## src/rtl/arb_mux_nto1_pkg.sv

```systemverilog
// Shared constants and helpers for the N-to-1 arbitrated multiplexer.
package arb_mux_nto1_pkg;

  localparam int MODE_RR    = 0;
  localparam int MODE_FIXED = 1;

  // Width of a channel index: clog2(n), but never narrower than one bit.
  function automatic int calc_sel_w(input int n);
    int w;
    w = $clog2(n);
    return (w < 1) ? 1 : w;
  endfunction

endpackage

```

## src/rtl/arb_mux_nto1_rr_arbiter.sv

```systemverilog
// Grant generation and priority pointer for the N-to-1 multiplexer.
// Round-robin scans upward from the pointer; fixed mode keeps the pointer at 0.
module rr_arbiter
  import arb_mux_nto1_pkg::*;
#(
  parameter int NUM_IN = 4,
  parameter int MODE   = MODE_RR,
  localparam int SEL_W = calc_sel_w(NUM_IN)
) (
  input  logic              clk,
  input  logic              reset,
  input  logic [NUM_IN-1:0] valid,
  input  logic              advance,
  output logic [NUM_IN-1:0] grant,
  output logic [SEL_W-1:0]  grant_idx
);

  logic [SEL_W-1:0] ptr;
  logic [SEL_W-1:0] next_ptr;
  logic             found;
  int               scan_idx;

  // Scan from the pointer upward with wrap and grant the first valid channel.
  always_comb begin
    grant     = '0;
    grant_idx = '0;
    found     = 1'b0;
    scan_idx  = 0;
    for (int k = 0; k < NUM_IN; k++) begin
      scan_idx = int'(ptr) + k;
      if (scan_idx >= NUM_IN) begin
        scan_idx = scan_idx - NUM_IN;
      end
      if (!found && valid[scan_idx]) begin
        found           = 1'b1;
        grant[scan_idx] = 1'b1;
        grant_idx       = SEL_W'(scan_idx);
      end
    end
  end

  // Pointer successor of the granted channel, wrapping explicitly so that a
  // non-power-of-two channel count never reaches an out-of-range index.
  always_comb begin
    next_ptr = '0;
    if (int'(grant_idx) != NUM_IN - 1) begin
      next_ptr = grant_idx + SEL_W'(1);
    end
  end

  // Pointer moves only when the granted channel actually transfers.
  always_ff @(posedge clk) begin
    if (reset) begin
      ptr <= '0;
    end else if (MODE == MODE_RR && advance) begin
      ptr <= next_ptr;
    end
  end

endmodule

```

## src/rtl/arb_mux_nto1.sv

```systemverilog
// N-to-1 arbitrated multiplexer with a single-entry registered output stage.
module arb_mux_nto1
  import arb_mux_nto1_pkg::*;
#(
  parameter int WIDTH  = 32,
  parameter int NUM_IN = 4,
  parameter int MODE   = MODE_RR,
  localparam int SEL_W = calc_sel_w(NUM_IN)
) (
  input  logic                    clk,
  input  logic                    reset,
  input  logic [NUM_IN*WIDTH-1:0] in_data,
  input  logic [NUM_IN-1:0]       in_valid,
  output logic [NUM_IN-1:0]       in_ready,
  output logic [WIDTH-1:0]        out_data,
  output logic                    out_valid,
  input  logic                    out_ready,
  output logic [SEL_W-1:0]        out_sel
);

  logic [NUM_IN-1:0] grant;
  logic [SEL_W-1:0]  grant_idx;
  logic              load_en;
  logic              in_xfer;
  logic [WIDTH-1:0]  sel_data;

  rr_arbiter #(
    .NUM_IN (NUM_IN),
    .MODE   (MODE)
  ) u_arbiter (
    .clk       (clk),
    .reset     (reset),
    .valid     (in_valid),
    .advance   (in_xfer),
    .grant     (grant),
    .grant_idx (grant_idx)
  );

  // Ready goes only to the granted channel, only when the output slot can take
  // a beat, and never while reset is asserted.
  always_comb begin
    load_en  = ~out_valid | out_ready;
    in_ready = reset ? '0 : (grant & {NUM_IN{load_en}});
    in_xfer  = |in_ready;
  end

  // One-hot data select driven by the grant vector.
  always_comb begin
    sel_data = '0;
    for (int i = 0; i < NUM_IN; i++) begin
      if (grant[i]) begin
        sel_data = in_data[i*WIDTH +: WIDTH];
      end
    end
  end

  // Output slot: load on an input transfer, empty on a bare output transfer.
  always_ff @(posedge clk) begin
    if (reset) begin
      out_valid <= 1'b0;
      out_data  <= '0;
      out_sel   <= '0;
    end else if (in_xfer) begin
      out_valid <= 1'b1;
      out_data  <= sel_data;
      out_sel   <= grant_idx;
    end else if (out_valid && out_ready) begin
      out_valid <= 1'b0;
    end
  end

endmodule

```

## config.mk

```make
export PLATFORM = sky130hd
export DESIGN_NAME = arb_mux_nto1
export DESIGN_NICKNAME = d
export VERILOG_FILES = /design/src/rtl/arb_mux_nto1_pkg.sv /design/src/rtl/arb_mux_nto1_rr_arbiter.sv /design/src/rtl/arb_mux_nto1.sv
export SDC_FILE = /design/constraint.sdc
export NUM_CORES = 1
export LEC_CHECK = 0
export CAP_MARGIN = 15
export CORE_MARGIN = 3
export CORE_UTILIZATION = 35
export DETAILED_ROUTE_END_ITERATION = 12
export PLACE_DENSITY = 0.87
export RECOVER_POWER = 100
export SLEW_MARGIN = 30
export SYNTH_ARGS = -nofsm -noshare
export SYNTH_HDL_FRONTEND = slang
export SYNTH_SLANG_ARGS = --single-unit
export TNS_END_PERCENT = 50
```

## constraint.sdc

```tcl
create_clock -name clk -period 3.05 [get_ports clk]
set_input_delay 0.4575 -clock clk [delete_from_list [all_inputs] [get_ports clk]]
set_output_delay 0.4575 -clock clk [all_outputs]
set_load 0.02 [all_outputs]
```

Word-level counts from Yosys, hierarchy flattened
Index checks and enable logic that the tools add are counted.
Word-level totals
  flip-flop bits (word level): 37
  bits of input ports: 135
  output and inout bits: 39
  logic and storage cells: 87
Operators by class
  add/sub/neg operators: 8
  magnitude comparators: 12
  equal/unequal tests: 1
  multiplexer cells: 43
  bitwise logic cells: 6
  reduce and logical (&&, ||, !) cells: 13
Operator list (count)
  2-to-1 mux 32 bit: 8
  greater-or-equal comparator 32 x 1 -> 1 bit, second input constant: 4
  < comparator 32 x 4 -> 1 bit, second input constant: 4
  greater-or-equal comparator 32 x 4 -> 1 bit, second input constant: 3
  subtractor 32 x 4 -> 32 bit, second input constant: 3
  2-to-1 mux 4 bit: 5
  2-to-1 mux 1 bit: 17
  OR 4 bit: 3
  2-to-1 mux 2 bit: 5
  binary-select mux 1 bit (select 2 bit): 4
  demux 1 bit (select 2 bit): 4
  logical AND 1 bit: 8
  adder 2 x 2 -> 3 bit, second input constant: 2
  bitwise AND 4 bit: 1
  OR reduction 4 bit: 1
  subtractor 2 x 3 -> 4 bit, second input constant: 1
  adder 2 x 1 -> 3 bit, second input constant: 1
  greater-or-equal comparator 2 x 3 -> 1 bit, second input constant: 1
  zero test 1 bit: 3
  adder 2 x 1 -> 2 bit, second input constant: 1
  != test 2 x 1 -> 1 bit, second input constant: 1
  nonzero test 2 bit: 1
  NOT 1 bit: 1
  OR 1 bit: 1

Logic depth before layout (Yosys ltp)
  word-level depth: 19
  depth in mapped cells: 13
  gate-level depth less buffers: 9

Hierarchy
From an unflattened synthesis, not the netlist that was laid out.
Second synthesis, totals
  cell total of the unflattened synthesis: 377
  area, all modules: 3050.4 um^2
Modules (own cells, without submodules)
  arb_mux_nto1: times used 1, cells an instance 320, area each 2527.4 um^2
  rr_arbiter: times used 1, cells an instance 57, area each 523.0 um^2

Worst setup path after synthesis
OpenSTA, ideal clock, no wires.
  path kind: register -> output
  start point: register u_arbiter.ptr[1]
  end point: output in_ready[0]
  data arrival time: 2.842 ns
  path slack: -0.249 ns
  stages on the path, launching flop included: 12
  cell sequence: dfxtp_1 > buf_2 > inv_1 > ha_1 > buf_2 > mux4_2 > nor4b_4 > nand2_1 > and4_1 > buf_6 > buf_2 > nor2_1
On the way
  cells in the longest elaborated chain, start to end: 17
Ends and longest elaborated chain
  start, declared: RTL line arb_mux_nto1_rr_arbiter.sv:18  | logic [SEL_W-1:0] ptr;
  start signal, assigned: RTL line arb_mux_nto1_rr_arbiter.sv:56  | ptr <= next_ptr;
  branches (longest 14 deep; another with subtractor 32 x 4 -> 32 bit)
  2-to-1 mux 4 bit *: RTL line arb_mux_nto1_rr_arbiter.sv:34  | if (!found && valid[scan_idx]) begin
  bitwise AND 4 bit *: RTL line arb_mux_nto1.sv:43  | in_ready = reset ? '0 : (grant & {NUM_IN{load_en}});
  2-to-1 mux 4 bit *: RTL line arb_mux_nto1.sv:43
  end, declared: RTL line arb_mux_nto1.sv:14  | output logic [NUM_IN-1:0] in_ready,
Every way passes the cells marked *. The select of a mux whose other input is x is not followed.

==> out/metrics.sh <==
DETAIL_ROUTE.DRC_VIOLATIONS=0
TRITONCTS.NUM_BUFFERS=5
FINISH.CELL_COUNT_WITHOUT_FILLERS=649
GLOBAL_ROUTE.OVERFLOW_TOTAL=0
EDFF_COUNT_SYNTH=0
TIMING.MAX_SLEW.REL_SLACK=0.6225
CLOCKROOTBUFFER='sky130_fd_sc_hd__clkbuf_8'
SYNTH_MUX_AREA_FRAC=0.04408
SYNTHTOLAYOUTAREAGROWTH_PCT=82.37
DIEHEIGHT_UM=98.28
GRT_ANTENNA_BEFORE_REPAIR=0
INSTANCE_COUNT_ALONG_THE_MOST_CRITICAL_HOLD_PATH=2
SYNTH.DISTINCT_CELLS=39
NETLIST_AREA_MM2=0.002980
DETAILED_PLACE_HPWL_UM=8235
OUTCOME='completed'
ASYNC_FLOP_SHARE=0
CLKSLEWWORSTSETUPHOLDPATHS_NS=0.08
GRT_BUSIEST_LAYER='met2'
PLACED_CELLS=624
MIN_PATH_TYPE='flop to flop'
INITIAL_UTILIZATION=0.3609
TIMING_WORST_SETUP_PATH_TYPE='flop to output pin'
NETLIST.TOP_CELL.BY_AREA='sky130_fd_sc_hd__dfxtp_1'
RSZ0062_AT_GRT='yes'
MAXIMUM_NUMBER_OF_BUFFERS_FROM_CLOCK_ROOT_TO_SINK=2
VDD.IR_DROP.WORST_V=0.0005302
GROUTE.USAGE.OVERALL=0.2332
SETUP_TOTAL_NEGATIVE_SLACK_NS=0
SYNTH.NET_COUNT=490
SETUP.REG_TO_REG.WORST_SLACK_NS=0.08
GLOBALPLACE.CONGESTION=0.8435
GROUTE.LAYER.MET2.USAGE=0.4264
PORT_BUFFERS=173
DIE-WIDTH_UM=98.28
DR.FIRST_ITER.DRC_COUNT=127
YOSYS.AREA_SHARE.XOR_XNOR=0.002939
GRT_START_MAX_NET_PINS=39
CRITPATHCAPTURETYPE='output pin'
GRT_UTIL_MET1=0.2730
MIN_TO='out_data[22]'
DRV_CAP=0
CTS_TREE='built'
AVGSYNTHCELLAREA_UM2=8.515
MIN_PERIOD_OVER_PERIOD=0.9800
NUMBER_OF_ANTENNA_VIOLATING_NETS_IN_THE_ROUTED_DESIGN=0
CRITICAL_PATH.STARTPOINT_TYPE='flop'
SYNTH.FF_LATCH_COUNT=37
GLOBAL_ROUTE_WIRE_LENGTH_BEFORE_REPAIR_UM=18530
FINALWORSTPATHREQUIREDPERIOD_NS=2.989
ADDER_AND_MAJORITY_CELL_FRACTION_OF_THE_SYNTHESIZED_AREA=0.02099
P_PER_AREA_mW_PER_MM2=944.1
FIRST_PASS_ITERS=4
TIMING.REG2REG.WORST_PATH_DEPTH=12
FP.COREAREA_MM2=0.008258
YOSYSSEQAREASHARE=0.2485
FINALSETUPVIOLATIONS=0
FINAL-MAX-SLEW-VIOLATION-COUNT=0
REQUIRED_WORST_ENDPOINT_NS=2.59
LAYOUT-DRIVE-GT1-SHARE=0.2059
HOLD_START='out_data[22]'
SYNTH_COMPOUND_AREA_FRAC=0.3841
CLOCK_TREE.HTREE_LEVEL_COUNT=2
IO-PIN-COUNT=174
GRT.MET3_USAGE=0.04857
YS_WARN_COUNT=0
HOLD_VIOLATIONS=0
DRT_WL_TOTAL_UM=12240
SYNTHESIS.INSTANCES=350
CLKLATENCYLATEPIN_NS=0.28
TOTAL_LEAKAGE_POWER_nW=2.200
PATH_MAX_FANOUT=5
DETAIL_ROUTE.WL_PER_CELL_UM=18.87
CLOCK.FMAX_MHz=334.6
POWER_W=0.005131
NUM-NETS-FINAL=684
ARRIVAL_NS=2.53
YOSYS.AREA_SHARE.SIMPLE=0.2217
COMBINATIONAL_FAMILY_WITH_THE_MOST_AREA_AFTER_SYNTHESIS='compound AO/OA/AOI/OAI gates'
ROUTED_VIA_DENSITY=5.707
SYNTH-MAIN-FF-CELL='sky130_fd_sc_hd__dfxtp_1'
NUMBER_OF_GLOBAL_ROUTE_VIAS_BEFORE_REPAIR=3754
YOSYS.AREA.TOP_TYPE_SHARE=0.2485
WORST_CLOCK_SKEW_NS=0.01096
DIE_FOOTPRINT_MM2=0.009659
CLOCK_SINKS=37
R2R-END='out_data[3]'
RANKING_OF_SYNTHESIZED_CELLS_BY_AREA='sky130_fd_sc_hd__dfxtp_1 25%, sky130_fd_sc_hd__a311oi_2 11%, sky130_fd_sc_hd__o221ai_1 9.4%'
WORST_PIN_SLEW_NS=0.5662
INSERTEDDIODECOUNT=0
PLACEMENT_ROWS=33
VIA_TOTAL_AFTER_DETAILED_ROUTING=3704
[power by group]
group,internal (W),switching (W),total (W)
combinational,0.00198,0.00208,0.00406
clock,0.000180,0.000173,0.000353
sequential,0.000643,0.0000736,0.000717
[layout by cell type, fill, tap and decap left out, drive strengths merged, types with 2 or more instances in the layout]
cell type,Yosys,routed
o221ai,32,32
clkdlybuf4s50,0,129
a21o,34,34
a311oi,32,32
a221o,2,2
nand2,43,43
dlygate4sd2,0,4
o21ai,5,5
a211oi,3,3
nor3b,33,33
ha,5,5
dlygate4sd3,0,35
mux4,4,4
nor2,41,41
a221oi,3,3
dfxtp,37,37
clkbuf,17,12
nor3,3,3
buf,23,53
a21oi,7,7
inv,8,8
and2,2,2
mux2i,3,3
[worst max-delay path by stage]
| stage | depth (start not counted) | endpoint | slack (ns) |
|---|---|---|---|
| after floorplan | 13 | out_data[31] | -0.04 |
| after global placement | 7 | in_ready[0] | -0.40 |
| after detailed placement | 10 | out_data[9] | -0.51 |
| after CTS | 12 | out_data[9] | 0.02 |
| after global routing | 12 | out_data[25] | -0.04 |
| final | 10 | in_ready[3] | 0.06 |
[metrics by stage]
| stage | area (µm²) | hold slack (ns) | setup WS (ns) | util |
|---|---|---|---|---|
| 2_1_floorplan | 3013 | 0.5687 | -0.04200 | - |
| 3_3_place_gp | 5009 | 0.4843 | -0.3953 | 0.6065 |
| 3_5_place_dp | 5009 | 0.4953 | -0.5064 | 0.6065 |
| 4_1_cts | 5210 | 0.5042 | 0.02004 | 0.6309 |
| 5_1_grt | 5435 | 0.5217 | -0.04449 | 0.6582 |
| 6_report | 5435 | 0.4970 | 0.06114 | 0.6582 |
[metal layers]
layer  vias to the layer above  wire length [µm]
met3                        20               786
met1                      1786              4830
li1                       1737                 -
met2                       161              6415
met4                         0               212
met5                         -                 0
[sequential cells by signal (all words and copies together), names as in the netlist, named ones only]
register,flops
out_data,32
u_arbiter.ptr,1
out_valid,1
out_sel,2
[cell usage after synthesis (all sizes together) (2+ instances only)]
| library cell | instances |
|---|---|
| ha | 5 |
| a221o | 2 |
| nand2 | 43 |
| o221ai | 32 |
| a221oi | 3 |
| dfxtp | 37 |
| nor3 | 3 |
| a311oi | 32 |
| o21ai | 5 |
| a21oi | 7 |
| and2 | 2 |
| mux2i | 3 |
| a21o | 34 |
| nor3b | 33 |
| inv | 8 |
| clkbuf | 17 |
| buf | 23 |
| mux4 | 4 |
| a211oi | 3 |
| nor2 | 41 |
[worst max-delay path: stages, from the launching register on]
cell and delay (ns):
sky130_fd_sc_hd__dfxtp_2 0.37, sky130_fd_sc_hd__inv_2 0.06, sky130_fd_sc_hd__ha_4 0.27, sky130_fd_sc_hd__mux4_2 0.60, sky130_fd_sc_hd__nand2_2 0.11, sky130_fd_sc_hd__o21ai_0 0.08, sky130_fd_sc_hd__buf_4 0.15, sky130_fd_sc_hd__a221oi_4 0.24
sky130_fd_sc_hd__buf_4 0.17, sky130_fd_sc_hd__nor2_2 0.03, sky130_fd_sc_hd__buf_4 0.17
[logic make-up after synthesis]
| logic type | count (synthesis) |
|---|---|
| adder cells (fa/ha/maj) | 5 |
| buffers and inverters | 48 |
| multiplexers | 8 |
| AO/OA/AOI/OAI | 123 |
| flip-flops | 37 |
| XOR/XNOR | 1 |
| AND/OR/NAND/NOR | 128 |
[repair_timing]
action                     4_1_cts  5_1_grt
pin swaps                        3        1
setup buffers                    6        6
hold buffers                     0        0
cloned                           1        5
resized for setup               30       17
setup endpoints to repair       40       36
[cell type report]
cell class,instances,area (µm²)
Sequential cell,37,743.2
Inverter,8,30.03
Tap cell,105,131.4
Fill cell,664,2823
Multi-Input combinational cell,265,2093
Timing Repair Buffer,227,2351
Clock buffer,7,86.33
Power figures use the tool's default switching activity.
